--- src/rtl/key_sequence_player.sv ---
// rtl/key_sequence_player.sv - plays the fixed 7-note unlock sequence onto the live-key bus
//
// Purpose: on start_pulse_i, presses each stored key for NOTE_ON_CYCLES, then releases it
// for GAP_CYCLES. A gap follows every note, so a repeated ID still reads as a new press.
// Ports:
//   clk, rst           clock, asynchronous active-high reset
//   start_pulse_i      one-cycle request to play; ignored while busy
//   abort_i            level; forces idle on the next edge, wins over start
//   key_id_o[3:0]      played key (1-12), 0 when no key is held
//   key_pressed_o      high while a played key is held
//   busy_o             high outside IDLE
//   note_index_o[2:0]  index of the note in PRESS/GAP, 0 in IDLE
//   done_pulse_o       one-cycle pulse in the first IDLE cycle after normal completion
module key_sequence_player #(
    parameter int CLK_FREQ_HZ = 50_000_000,
    parameter int NOTE_ON_MS  = 400,
    parameter int GAP_MS      = 100
) (
    input  logic       clk,
    input  logic       rst,
    input  logic       start_pulse_i,
    input  logic       abort_i,
    output logic [3:0] key_id_o,
    output logic       key_pressed_o,
    output logic       busy_o,
    output logic [2:0] note_index_o,
    output logic       done_pulse_o
);

    localparam int NOTE_ON_CYCLES = NOTE_ON_MS * (CLK_FREQ_HZ / 1000);
    localparam int GAP_CYCLES     = GAP_MS * (CLK_FREQ_HZ / 1000);
    localparam int MAX_A          = (NOTE_ON_CYCLES > GAP_CYCLES) ? NOTE_ON_CYCLES : GAP_CYCLES;
    localparam int MAX_CYCLES     = (MAX_A > 2) ? MAX_A : 2;
    localparam int CW             = $clog2(MAX_CYCLES);
    localparam logic [2:0] LAST_IDX = 3'd6;

    typedef enum logic [1:0] {IDLE, PRESS, GAP} state_t;

    state_t        state_q, state_d;
    logic [CW-1:0] cnt_q, cnt_d;
    logic [2:0]    idx_q, idx_d;

    logic [3:0]    key_id_q, key_id_d;
    logic          key_pressed_q, key_pressed_d;
    logic          busy_q, busy_d;
    logic [2:0]    note_index_q, note_index_d;
    logic          done_q, done_d;

    function automatic logic [3:0] seq_key(input logic [2:0] i);
        case (i)
            3'd0:    seq_key = 4'd2;
            3'd1:    seq_key = 4'd3;
            3'd2:    seq_key = 4'd1;
            3'd3:    seq_key = 4'd7;
            3'd4:    seq_key = 4'd6;
            3'd5:    seq_key = 4'd1;
            3'd6:    seq_key = 4'd6;
            default: seq_key = 4'd0;
        endcase
    endfunction

    // State, counter and registered outputs.
    always_ff @(posedge clk or posedge rst) begin
        if (rst) begin
            state_q       <= IDLE;
            cnt_q         <= '0;
            idx_q         <= '0;
            key_id_q      <= '0;
            key_pressed_q <= 1'b0;
            busy_q        <= 1'b0;
            note_index_q  <= '0;
            done_q        <= 1'b0;
        end else begin
            state_q       <= state_d;
            cnt_q         <= cnt_d;
            idx_q         <= idx_d;
            key_id_q      <= key_id_d;
            key_pressed_q <= key_pressed_d;
            busy_q        <= busy_d;
            note_index_q  <= note_index_d;
            done_q        <= done_d;
        end
    end

    // Next-state: counter runs 0..N-1 within each phase and is cleared on every phase change,
    // so it never wraps.
    always_comb begin
        state_d = state_q;
        cnt_d   = cnt_q;
        idx_d   = idx_q;
        if (abort_i) begin
            state_d = IDLE;
            cnt_d   = '0;
            idx_d   = '0;
        end else begin
            case (state_q)
                IDLE: begin
                    if (start_pulse_i) begin
                        state_d = PRESS;
                        cnt_d   = '0;
                        idx_d   = '0;
                    end
                end
                PRESS: begin
                    if (cnt_q == CW'(NOTE_ON_CYCLES - 1)) begin
                        state_d = GAP;
                        cnt_d   = '0;
                    end else begin
                        cnt_d = cnt_q + CW'(1);
                    end
                end
                GAP: begin
                    if (cnt_q == CW'(GAP_CYCLES - 1)) begin
                        cnt_d = '0;
                        if (idx_q == LAST_IDX) begin
                            state_d = IDLE;
                            idx_d   = '0;
                        end else begin
                            state_d = PRESS;
                            idx_d   = idx_q + 3'd1;
                        end
                    end else begin
                        cnt_d = cnt_q + CW'(1);
                    end
                end
                default: begin
                    state_d = IDLE;
                    cnt_d   = '0;
                    idx_d   = '0;
                end
            endcase
        end
    end

    // Outputs are decoded from the next state so the registered copies line up with state_q.
    always_comb begin
        key_id_d      = (state_d == PRESS) ? seq_key(idx_d) : 4'd0;
        key_pressed_d = (state_d == PRESS);
        busy_d        = (state_d != IDLE);
        note_index_d  = idx_d;
        // Only a natural GAP->IDLE exit counts as completion; abort takes the other branch.
        done_d        = !abort_i && (state_q == GAP) && (state_d == IDLE);
    end

    assign key_id_o      = key_id_q;
    assign key_pressed_o = key_pressed_q;
    assign busy_o        = busy_q;
    assign note_index_o  = note_index_q;
    assign done_pulse_o  = done_q;

endmodule

--- config.mk ---
export PLATFORM = sky130hd
export DESIGN_NAME = key_sequence_player
export DESIGN_NICKNAME = d
export VERILOG_FILES = /design/src/rtl/key_sequence_player.sv
export SDC_FILE = /design/constraint.sdc
export NUM_CORES = 1
export LEC_CHECK = 0
export BUFFER_PORTS_ARGS = -buffer_cell sky130_fd_sc_hd__buf_2
export CAP_MARGIN = 10
export CORE_MARGIN = 5
export CORE_UTILIZATION = 30
export DETAILED_ROUTE_END_ITERATION = 10
export GPL_ROUTABILITY_DRIVEN = 0
export GPL_TIMING_DRIVEN = 1
export HOLD_SLACK_MARGIN = 0.08
export PLACE_DENSITY = 0.5
export SLEW_MARGIN = 20
export SYNTH_ARGS = -nofsm -noshare
export SYNTH_HDL_FRONTEND = slang
export SYNTH_SLANG_ARGS = --single-unit
--- constraint.sdc ---
create_clock -name clk -period 2.41 [get_ports clk]
set_input_delay 0.1205 -clock clk [delete_from_list [all_inputs] [get_ports clk]]
set_output_delay 0.1205 -clock clk [all_outputs]
set_load 0.05 [all_outputs]
**After elaboration in Yosys (flattened, before gate mapping)**

Index checks and enable logic that the tools add are counted.

- Latch bits: 0
- Memory bits (writable): 0
- Logic and storage cells: 49
- Output and inout bits: 10
- Register bits after elaboration: 37
- Bits of input ports: 4
- ROM bits: 0
- Memories: 0

- Magnitude comparators: 0
- Shift-type cells: 0
- Multiplexer cells: 18
- Div/mod/pow operators: 0
- Equality and inequality tests: 13
- $mul: 0
- Bitwise logic cells: 0
- Add/sub/neg operators: 2
- Reductions and logical operators: 9

Operators with widths:

| operator | count |
|---|---|
| two-way mux 25 bit | 4 |
| one-hot mux 25 bit (3 select lines) | 1 |
| adder 25 x 1 -> 25 bit (second input constant) | 1 |
| equality test 25 x 23 -> 1 bit (second input constant) | 1 |
| equality test 25 bit (second input constant) | 1 |
| one-hot mux 3 bit (5 select lines) | 1 |
| equality test 3 bit (second input constant) | 4 |
| two-way mux 3 bit | 4 |
| one-hot mux 3 bit (3 select lines) | 1 |
| two-way mux 2 bit | 4 |
| equality test 3 x 2 -> 1 bit (second input constant) | 2 |
| one-hot mux 2 bit (3 select lines) | 1 |
| equality test 2 x 1 -> 1 bit (second input constant) | 2 |
| logical NOT 2 bit | 2 |
| two-way mux 4 bit | 1 |
| OR reduction 2 bit | 2 |
| adder 3 x 1 -> 3 bit (second input constant) | 1 |
| equality test 3 x 1 -> 1 bit (second input constant) | 1 |
| logical NOT 3 bit | 1 |
| inequality test 3 bit (second input constant) | 1 |
| equality test 2 bit (second input constant) | 1 |
| logical AND 1 bit | 2 |
| nonzero test 2 bit | 1 |
| logical NOT 1 bit | 1 |
| two-way mux 1 bit | 1 |

**Depth between registers and ports, before layout**

- Depth in word-level cells: 9
- Depth in mapped cells: 10

**Worst setup path before layout**

OpenSTA, ideal clock, no wires.

- Kind: register to register
- Start point: register state_q[0]
- End point: register key_id_q[1], in the netlist key_id_o[1]
- Period minus slack after synthesis: 2.412 ns
- Required time: 2.290 ns
- Arrival time: 2.292 ns
- Buffers on the path: 1
- Stages on the path, launching flop included: 11
- Path slack: -0.002 ns
- Setup time: 0.120 ns
- Path through: dfrtp_1 inv_1 ha_1 nor2b_1 clkbuf_1 or3_1 o311ai_1 or2_2 inv_2 or4_1 and3_1

- Longest elaborated chain between the ends: 7

Ends and longest elaborated chain:

| what | RTL line | RTL |
|---|---|---|
| start, declared | 39 | `state_t state_q, state_d;` |
| start signal, assigned | 74 | `state_q <= state_d;` |
| equality test 2 bit (tied with other cells) | 96 | `case (state_q)` |
| one-hot mux 3 bit (3 select lines) * | 96 |  |
| two-way mux 3 bit * | 91 | `if (abort_i) begin` |
| net idx_d[2] | 41 | `logic [2:0] idx_q, idx_d;` |
| equality test 3 bit or equality test 3 x 2 -> 1 bit (tied branches) | 50 | `case (i)` |
| OR reduction 2 bit (no source line) | - |  |
| one-hot mux 3 bit (5 select lines) * | 50 |  |
| two-way mux 4 bit * | 137 | `key_id_d = (state_d == PRESS) ? seq_key(idx_d) : 4'd0;` |
| net key_id_d[1] | 43 | `logic [3:0] key_id_q, key_id_d;` |
| end signal, assigned | 77 | `key_id_q <= key_id_d;` |
| end, declared | 43 |  |

The timed path passes the listed nets; every way through them passes the cells marked *.
A chain may end at the register's enable or synchronous reset.

**Worst setup path in the final report**

- Start point: register state_q[1]
- End point: register key_id_q[1], in the netlist key_id_o[1]

The elaborated chain is that of the path after synthesis.

==> results.md <==
- Status: finished clean
- Share of cells above drive strength 1: 26.79%
- Total track usage: 12.40%
- Top Ports: 14
- FF-to-FF path depth: 9
- Ys flop type: dfrtp_1
- Crit-path max cell delay: 0.45 ns
- Hold WS: 0.3185 ns
- Detailed Route Iter0 Violations: 45
- Layout Skew: 0.003086 ns
- Synthesized flop and latch total: 36
- Final setup fails: 0
- Worst path arrival time: 2.51 ns
- Met3 usage: 2.655%
- Total global routing overflow: 0
- Seq/Total Area, Yosys: 42.99%
- Placed Instances: 349
- Async SR Flop Fraction: 100.0%
- Num rows: 30
- Crit path launch: state_q[1]
- Power Total: 1.189 mW
- Syn_nets: 230
- Chip height: 93.58 µm
- Final period util: 96.39%
- Reg2reg end: key_id_o[1]
- Critical path destination: key_id_o[1]
- Die area: 8757 µm²
- GR peak layer: met2
- Clk buf depth: 2
- YS warnings: 0
- Crit path max fanout: 4
- Cell Area, Synth: 2096 µm²
- Crit-path most repeated cell: inv_2
- Antenna Nets Post-Route: 0
- Yosys top cell by area: dfrtp_1
- Final net count: 273
- Initial antenna violation count: 0
- CP Depth: 9
- Clock-pin slew on the worst setup and hold paths: 0.07 ns
- Worst r2r src: state_q[1]
- CTS H-tree depth: 2
- FMAX: 0.4305 GHz
- Root buffer cell: clkbuf_8
- FF+latch area: 900.9 µm²
- Crit end category: flop
- Finished Layout Cells: 361
- Met2 GRT Util: 20.19%
- CP Class: reg -> reg
- CTS tree: built
- Fill cells: 677
- Multi-input gate area: 1170 µm²
- Max-cap viol count: 0
- Synth-to-Final Area Change: 24.60%
- Syn Area/Cell: 9.483 µm²
- Die X: 93.58 µm
- Vias post-DR: 1766
- Vias in the first global route: 1732
- Library cells used by synthesis: 54
- Area share of the leading cell type in the synthesized netlist: 42.99%
- Buf+Inv Stages, Crit Path: 2
- Number of flops mapped to enable cells by yosys: 0
- Setup slack, reg-to-reg: 0.09 ns
- CP Launch Type: flop
- Syn Inst Count: 221
- Worst-path cell chain: inv_2 -> ha_2 -> nor2b_4 -> or3_4 -> o311ai_2 -> or2_4 -> inv_2 -> or4_1 -> and3_1
- Post-DP HPWL: 3743 µm
- Port Buffers: 12
- CP max stage cell: or4_1
- CTS buffer count: 5
- Worst-skew pair later-pin latency: 0.29 ns
- Core Area: 6794 µm²
- DRC viols: 0
- Vias per cell: 4.892
- Antenna diodes: 0
- Pins Over Slew Limit: 0
- Fin crit period: 2.323 ns
- Avg WL per Cell: 13.93 µm
- Worst Hold Class: in -> reg
- DR pass1 iterations: 4
- Final Hold Viols: 0
- First-pass GRT wire length: 8480 µm
- Worst EP required: 2.60 ns
- Cell family with most CP delay: simple AND/OR/NAND/NOR gates
- Met1 global-route usage: 16.38%
- Synth top area cells: dfrtp_1 (43%), nor2_1 (5.0%), xor2_1 (5.0%), nor4b_2 (3.6%), nand2_1 (3.4%)
- Total power divided by cell area: 455.4 nW/µm²
- Starting density of the core: 30.85%
- Post-Route WL: 5027 µm
- Largest net degree at the start of global routing: 37
- Worst vdd rail ir drop: 0.2042 mV
- TritonCTS Sinks: 36
- P_leak: 1.149 nW
- Setup TNS: 0 ns
## metal layers
| layer | vias up | wire length, µm |
|---|---|---|
| li1 | 887 | - |
| met1 | 840 | 2376 |
| met2 | 32 | 2356 |
| met3 | 7 | 227 |
| met4 | 0 | 67 |
| met5 | - | 0 |
## sequential cells by signal, indices dropped and copies added, names as in the netlist
name	cells
busy_o	1
done_pulse_o	1
key_pressed_o	1
note_index_o	3
key_id_o	3
state_q	2
cnt_q	25
## synthesized netlist by cell type, drive strengths merged, types with 5 or more instances
cell,number
nand3,9
xor2,12
or2,6
nand4,8
nor4,6
o21ai,6
nand2,19
nor4b,7
a21oi,5
ha,5
inv,6
nor2,28
buf,5
dfrtp,36
and4,7
## final cells by class
class | instances | area share [%]
multi-input combinational | 171 | 44.80
sequential | 36 | 34.50
inverter | 6 | 0.8625
timing repair buffer | 44 | 11.69
clock inverter | 2 | 0.3833
clock buffer | 6 | 3.162
tap | 96 | 4.600
## report_power, final
| part | switching (mW) | internal [mW] |
|---|---|---|
| sequential | 0.00238 | 0.611 |
| combinational | 0.0840 | 0.0407 |
| clock | 0.223 | 0.228 |
## worst min path at each step
stage / startpoint / endpoint / slack, ns / depth (start not counted)
CTS: start_pulse_i / state_q[0] / 0.31 / 3
finish: start_pulse_i / cnt_q[0] / 0.32 / 4
detailed placement: rst / cnt_q[22] / 0.27 / 3
global placement: rst / cnt_q[22] / 0.27 / 3
global route: start_pulse_i / cnt_q[0] / 0.35 / 4
floorplan: abort_i / done_pulse_o / 0.19 / 1
## per-stage QoR
step           utilization, %  instance area [µm²]  setup slack, ns
5_1_grt                 38.43                 2611        -0.007167
3_3_place_gp            36.02                 2447           0.1190
6_report                38.43                 2611          0.08698
3_5_place_dp            36.02                 2447          0.05306
2_1_floorplan               -                 2096        -0.001597
4_1_cts                 37.68                 2560          0.05433
## worst min-delay path: stages
cell and delay [ns]:
buf_2 0.13, nor2b_4 0.14, buf_4 0.13, o31ai_1 0.06
## cell families (layout without fill, tap and decap cells)
family | after synthesis | after routing | share of synthesized area [%]
buf+inv | 14 | 58 | 2.925
mux | 3 | 3 | 1.433
flops | 36 | 36 | 42.98
fa+ha+maj | 5 | 5 | 2.985
xor+xnor | 14 | 14 | 5.851
other cells | 1 | 1 | 0.1789
simple gates | 116 | 116 | 32.60
compound gates | 32 | 32 | 11.04
## timing repair
item | CTS | global route
gates resized for setup | 0 | 12
hold endpoints to repair | 37 | 0
buffers inserted | 0 | 2
hold buffers | 2 | 0
setup endpoints to repair | 0 | 8
## cells in the final DEF, fill, tap and decap left out, types with 3 or more instances in the layout
cell type,n
dfrtp_1,36
buf_4,30
nor2_1,28
nand2_1,18
xor2_1,12
buf_2,12
nand3_1,9
and4_1,7
nand4_1,7
clkbuf_8,6
a21oi_1,5
nor4b_2,5
nor4_1,5
nor3_1,4
and2_1,4
o21ai_0,4
and3_1,3
inv_1,3
nor2b_1,3
or2_2,3
inv_2,3
mux2i_1,3
ha_1,3
Note: power is estimated with default switching activity, not from simulation.
